[config.mk]
export PLATFORM = sky130hd
export DESIGN_NAME = fetch_sequencer
export DESIGN_NICKNAME = d
export VERILOG_FILES = /design/src/rtl/cpu_pkg.sv /design/src/rtl/rtype_decode_check.sv /design/src/rtl/fetch_sequencer.sv
export SDC_FILE = /design/constraint.sdc
export NUM_CORES = 1
export LEC_CHECK = 0
export ABC_CLOCK_PERIOD_IN_PS = 2400
export CORE_MARGIN = 4
export CORE_UTILIZATION = 43
export CTS_CLUSTER_DIAMETER = 30
export DETAILED_ROUTE_END_ITERATION = 10
export PLACE_DENSITY = 0.9
export REMOVE_ABC_BUFFERS = 1
export SYNTH_ARGS = -nofsm -noshare
export SYNTH_HDL_FRONTEND = slang
export SYNTH_SLANG_ARGS = --single-unit
[constraint.sdc]
create_clock -name clk -period 2.4 [get_ports clk]
set_clock_uncertainty 0.1 [all_clocks]
set_input_delay 0.24 -clock clk [delete_from_list [all_inputs] [get_ports clk]]
set_output_delay 0.24 -clock clk [all_outputs]
set_load 0.05 [all_outputs]
[src/rtl/cpu_pkg.sv]
// cpu_pkg - shared constants and types for the R-type front end.
//   XLEN / REG_SELECT_LEN : datapath width and register-select width
//   OPCODE_OP            : major opcode of register-register ALU ops
//   FUNCT7_BASE/ALT      : the two legal funct7 encodings for R-type
//   FUNCT3_ADD_SUB/SRL_SRA : funct3 values that accept the ALT funct7
//   seq_state_t          : fetch_sequencer control states
package cpu_pkg;

  localparam int XLEN           = 32;
  localparam int REG_SELECT_LEN = 5;

  localparam logic [6:0] OPCODE_OP   = 7'b0110011;
  localparam logic [6:0] FUNCT7_BASE = 7'b0000000;
  localparam logic [6:0] FUNCT7_ALT  = 7'b0100000;

  localparam logic [2:0] FUNCT3_ADD_SUB = 3'b000;
  localparam logic [2:0] FUNCT3_SRL_SRA = 3'b101;

  typedef enum logic [2:0] {
    RST    = 3'd0,
    FETCH  = 3'd1,
    DECODE = 3'd2,
    EXEC   = 3'd3,
    WB     = 3'd4,
    HALT   = 3'd5
  } seq_state_t;

endpackage : cpu_pkg

[src/rtl/rtype_decode_check.sv]
// rtype_decode_check - combinational legality check for R-type instructions.
// Ports:
//   opcode [6:0] : instruction[6:0]
//   funct3 [2:0] : instruction[14:12]
//   funct7 [6:0] : instruction[31:25]
//   valid        : high when the fields form a dispatchable R-type op
// Only the fields that decide legality are taken as inputs, so the
// register-select fields never appear as dangling inputs here.
module rtype_decode_check (
  input  logic [6:0] opcode,
  input  logic [2:0] funct3,
  input  logic [6:0] funct7,
  output logic       valid
);

  import cpu_pkg::*;

  logic alt_ok;

  // NOTE: every signal written in always_comb gets a default first so no
  // path leaves it unassigned and no latch is inferred.
  always_comb begin
    alt_ok = 1'b0;
    valid  = 1'b0;
    // The alternate funct7 only exists for sub and sra.
    alt_ok = (funct7 == FUNCT7_ALT) &&
             ((funct3 == FUNCT3_ADD_SUB) || (funct3 == FUNCT3_SRL_SRA));
    valid  = (opcode == OPCODE_OP) && ((funct7 == FUNCT7_BASE) || alt_ok);
  end

endmodule : rtype_decode_check

[src/rtl/fetch_sequencer.sv]
// fetch_sequencer - fetches R-type instructions over a req/ack handshake,
// validates them, and sequences the execute enable and register write.
// Ports:
//   clk, rst_n      : clock, synchronous active-low reset
//   mem_req/mem_addr: fetch request and address (address is always pc)
//   mem_ack/mem_rdata: fetch completion and instruction word
//   instruction     : latched instruction held for the execute stage
//   exec_enable_n   : active-low execute enable
//   reg_write_en    : register-file write strobe, last EXEC cycle only
//   pc              : current instruction address
//   illegal_instr   : sticky flag for an undispatchable instruction
//   halted          : high while parked in HALT
module fetch_sequencer #(
  parameter int              XLEN        = 32,
  parameter logic [XLEN-1:0] RESET_PC    = '0,
  parameter int              EXEC_CYCLES = 2
) (
  input  logic            clk,
  input  logic            rst_n,
  output logic            mem_req,
  output logic [XLEN-1:0] mem_addr,
  input  logic            mem_ack,
  input  logic [XLEN-1:0] mem_rdata,
  output logic [XLEN-1:0] instruction,
  output logic            exec_enable_n,
  output logic            reg_write_en,
  output logic [XLEN-1:0] pc,
  output logic            illegal_instr,
  output logic            halted
);

  import cpu_pkg::*;

  // Counter only has to hold EXEC_CYCLES-1.
  localparam int CNT_W = (EXEC_CYCLES > 2) ? $clog2(EXEC_CYCLES) : 1;

  seq_state_t       state;
  logic [CNT_W-1:0] cnt;
  logic             instr_valid;

  rtype_decode_check u_check (
    .opcode (instruction[6:0]),
    .funct3 (instruction[14:12]),
    .funct7 (instruction[31:25]),
    .valid  (instr_valid)
  );

  // The fetch address is the PC itself; both are registered, so the
  // address is stable for the whole request.
  assign mem_addr = pc;

  // NOTE: sequential state uses non-blocking assignments so every register
  // samples pre-edge values regardless of statement order.
  always_ff @(posedge clk) begin
    if (!rst_n) begin
      // Reset wins over everything, including an ack in the same cycle.
      state         <= RST;
      pc            <= RESET_PC;
      instruction   <= '0;
      mem_req       <= 1'b0;
      exec_enable_n <= 1'b1;
      reg_write_en  <= 1'b0;
      illegal_instr <= 1'b0;
      halted        <= 1'b0;
      cnt           <= '0;
    end else begin
      case (state)
        RST: begin
          mem_req <= 1'b1;
          state   <= FETCH;
        end

        FETCH: begin
          if (mem_ack) begin
            instruction <= mem_rdata;
            mem_req     <= 1'b0;
            state       <= DECODE;
          end
        end

        DECODE: begin
          if (instr_valid) begin
            cnt           <= CNT_W'(EXEC_CYCLES - 1);
            exec_enable_n <= 1'b0;
            state         <= EXEC;
          end else begin
            illegal_instr <= 1'b1;
            halted        <= 1'b1;
            state         <= HALT;
          end
        end

        EXEC: begin
          if (cnt == '0) begin
            exec_enable_n <= 1'b1;
            reg_write_en  <= 1'b0;
            state         <= WB;
          end else begin
            cnt          <= cnt - CNT_W'(1);
            // Raise the strobe as the counter enters its final value so it
            // coincides with the last EXEC cycle.
            reg_write_en <= (cnt == CNT_W'(1));
          end
        end

        WB: begin
          pc      <= pc + XLEN'(4);
          mem_req <= 1'b1;
          state   <= FETCH;
        end

        HALT: begin
          // Parked until reset; all outputs hold.
        end

        default: begin
          state <= RST;
        end
      endcase
    end
  end

endmodule : fetch_sequencer

# Word-level counts from Yosys, hierarchy flattened
# Cells that the tools add are included.
# op_classes
bitwise_logic	2
n_div	0
n_addsub	2
n_eq_ne	11
order_cmp	0
mux	13
shift	0
multipliers	0
n_reduce_logical	16
# op_table
cell	count
$add 32x3->32 const B	1
$pmux 3 s5	1
$eq 7x6->1 const B	2
$eq 3x3->1 const B	3
$mux 3	3
$reduce_and 2->1	4
$logic_not 7->1	1
$eq 3x2->1 const B	2
$logic_not 3->1	2
$mux 1	6
$ne 2x2->1 const B	3
$pmux 1 s2	3
$reduce_and 3->1	2
$reduce_bool 2->1	2
$eq 3x1->1 const B	1
$logic_and 1x1->1	2
$logic_or 1x1->1	2
$not 1->1	2
$reduce_or 2->1	1
$sub 1x1->1 const B	1
# word_totals
mem_bits_ro	0
out_inout_bits	101
latchBits	0
ram_bits	0
input_bits	35
mem_count	0
word_cells	52
reg_bits	72

# Depth between registers and ports, before layout
# depth
ltp_word	7
ltp_mapped	7
mapped_depth_nobuf	5

# Cells and area by module
# Synthesis repeated with hierarchy kept, for this count alone.
# unflattened
hier_cells	392
area_unflattened_um2	3153.0
# modules_own_cells
module	cells_per_inst	area_each_um2	n_inst	seq_area_each_um2
fetch_sequencer	385	3096.7	1	1401.3
rtype_decode_check	7	56.3	1	0.0

# Worst setup path before layout
# Ideal clock, no wire load.
# synth_path
path_kind	register to register
from	reg pc[2] (netlist: mem_addr[2])
to	reg pc[22] (netlist: mem_addr[22])
arrival_ns	2.254
setup_time_ns	0.135
setup_slack_ns	-0.089
path_stages_with_launch	8
path_buffers	2
required_time_ns	2.165
synth_period_minus_slack_ns	2.489
cell_sequence	dfxtp_1 -> ha_1 -> nand4bb_1 -> buf_2 -> or4_4 -> clkbuf_1 -> o311ai_0 -> o41ai_1
# synth_between
elab_chain_cells	1
# synth_rtl
element	line	rtl
start, declared	fetch_sequencer.sv:27	output logic [XLEN-1:0] pc,
start signal, assigned	fetch_sequencer.sv:107	pc <= pc + XLEN'(4);
$add 32x3->32	fetch_sequencer.sv:107	
# Every way passes these cells.
# A chain may end at the register's enable or synchronous reset.

# Final worst setup path
# layout_path
from	reg pc[2] (netlist: mem_addr[2])
to	reg pc[30] (netlist: mem_addr[30])
# Same word-level chain as after synthesis.

==> run metrics <==
status complete, no violations; maximum clock rate 465 MHz; fin crit period 2150 ps; most frequent cells in the layout clkdlybuf4s50_1, nand2_1, dfxtp_1, a21oi_1, nor2_1; cell breakdown of the critical path ha_1, nand4bb_1, or4_4, or4_1, a21oi_1; Starting Density 44.2%; layout cells sized above 1 6.10%; antenna violations before repair 0; first-pass iteration count of the detailed router 4; area growth from synthesis to layout 44.7%; Top Ports 136; clock latency on the worst-skew pair 350 ps; Slew HR 63.2%; Max stage delay on crit path 630 ps; FILL cells 594; warnings from Yosys 0; number of port buffers 131; WS Path Type flip-flop to flip-flop; crit path capture mem_addr[30]; reg2reg setup slack 250 ps; CTS Root Cell clkbuf_8; Final Routed Wirelength 8300 microns; CTS Hold Bufs 0; # setup viols final 0; # Post-CTS Setup Buffers 0; Async S/R FF share, synth 0%; Reg2Reg Depth 5; Synth Flop Type dfxtp_1; WP depth 5; area of the core 7210 sq um; critical path fanouts, max 14; gr ovfl total 0; Synth cell types 41; CP endpoint kind flip-flop; Worst Hold Class input port to flip-flop; Sum Neg Setup Slack 0 ps; vias per std cell 5.11; footprint of the multi-input gates 1420 sq um; per-cell routed wire length 14.0 microns; Clock Sinks 70; HPWL Detailed 6100 microns; Cell Pwr Density 590 nW/um^2; Least-Margin Pin Slew 551 ps; r2r endpoint mem_addr[30]; number of H-tree levels 3; most common cell after layout, fill and taps aside clkdlybuf4s50_1; VDD IR-drop max 0.000469 V; #FFs+latches synth 70; gr usage total 19.2%; PostCTS Resize Cnt 0; Worst Setup SP mem_addr[2]; slowest CP cell or4_4; post-route ant nets 0; Synth Cell Area 3190 sq um; Final Util 63.9%; Clock Path Buffers 2; Post-route DRC 0; CP Launch Type flip-flop; Die Ht 94.1 microns; largest net degree at the start of global routing 40; vias in the first global route 2862; power consumption 2.72 mW; LEAKAGE 1.59 nW; Max-Cap Viols 0; FF-to-FF Start mem_addr[2]; EDFF count, synth 0; vias 3019; post-route insts no fill 591; clock slew at the register clock pins of the worst setup and hold paths 80 ps; fin nets 523; Die X 94.1 microns; largest delay contributor family on the critical path simple AND/OR/NAND/NOR gates; Post-Syn Instances 388; first-pass GRT wire length 13400 microns; final hold vios 0; TritonCTS clock tree yes; GPL Wtd Cong 0.790; initial drt markers 143; CP required 2580 ps; total CTS buffers 9; Crit path buffers/inverters 0; FF+latch area 1400 sq um; Final Cell Area 4610 sq um; final period utilization 89.6%; Syn Area/Cell 8.21 sq um; HP Start mem_rdata[18]; Slew Viols, Final 0; DP Cell Count 575; sequential area share after synthesis 44.0%; Worst Path Arrival 2330 ps; area of the die 8850 sq um; standard-cell rows 31; Area after DPL 4370 sq um; RSZ-0062 raised after global routing false; antenna fix cells 0
[sequential cells by signal (all words and copies together), names as in the netlist]
name           count
reg_write_en       1
mem_req            1
mem_addr          30
exec_enable_n      1
instruction       32
cnt                1
halted             1
state              3
[layout make-up]
class	instances	area share [%]
multi-input combinational	256	30.8
sequential	70	30.4
timing repair buffer	142	30.2
clock buffer	9	2.69
tap	99	2.69
clock inverter	7	2.60
inverter	8	0.651
[worst min path at each step]
stage,slack (ps),cells past startpoint,to
2_1_floorplan,220,1,exec_enable_n
3_3_place_gp,340,2,instruction[17]
3_5_place_dp,350,2,instruction[21]
4_1_cts,320,3,instruction[18]
5_1_grt,320,3,instruction[19]
6_report,330,3,instruction[18]
[logic make-up (layout without fill, tap and decap cells)]
kind of cell | count (synthesis) | after routing | share of synthesized area [%]
fa+ha+maj | 1 | 1 | 0.393
other cells | 1 | 4 | 0.118
mux | 6 | 6 | 1.92
simple gates | 156 | 156 | 24.2
compound gates | 79 | 79 | 14.8
buf+inv | 65 | 166 | 11.9
xor+xnor | 10 | 10 | 2.75
flops | 70 | 70 | 44.0
[cell usage after synthesis (all sizes together) (2+ instances only)]
library cell / instances / area, sq um
nand2: 82 / 308
a21oi: 46 / 230
nor2: 14 / 52.6
buf: 37 / 273
dfxtp: 70 / 1400
o21ai: 10 / 50.1
mux2i: 5 / 50.1
xor2: 6 / 52.6
nand2b: 9 / 56.3
nor3b: 2 / 20.0
o31ai: 4 / 30.0
nor4: 6 / 37.5
inv: 8 / 30.0
o41ai: 6 / 52.6
clkbuf: 20 / 75.1
xnor2: 4 / 35.0
nand3: 6 / 30.0
and3: 2 / 12.5
and4: 7 / 61.3
o21a: 2 / 15.0
or3: 8 / 50.1
or4: 3 / 26.3
a211oi: 2 / 15.0
nor3: 2 / 10.0
o311ai: 7 / 61.3
nand4: 8 / 50.1
[metal layers]
| metal | part of all wire [%] | vias up | global-route usage [%] | wire length [microns] |
|---|---|---|---|---|
| li1 | - | 1515 | - | - |
| met1 | 38 | 1381 | 19.5 | 3190 |
| met2 | 49 | 113 | 33.5 | 4060 |
| met3 | 12 | 10 | 10.8 | 959 |
| met4 | 1.0 | 0 | 6.02 | 87 |
| met5 | 0 | - | 0 | 0 |
[power by group]
part,leakage (nW),internal (mW),switching [mW]
Clock,0.120,0.693,0.457
Combinational,0.899,0.137,0.221
Sequential,0.568,1.19,0.0222
Total,1.59,2.02,0.699
[through the flow]
step,setup slack [ps],hold WS (ps)
after floorplan,-522,216
after global placement,305,341
after detailed placement,254,346
after CTS,232,321
after global routing,100,320
final,248,331
[worst register-to-register path, stage by stage, from the launching register on]
cell	delay, ps
dfxtp_1	430
ha_1	180
nand4bb_1	120
or4_4	630
or4_1	490
a21oi_1	140
Power figures use the tool's default switching activity.
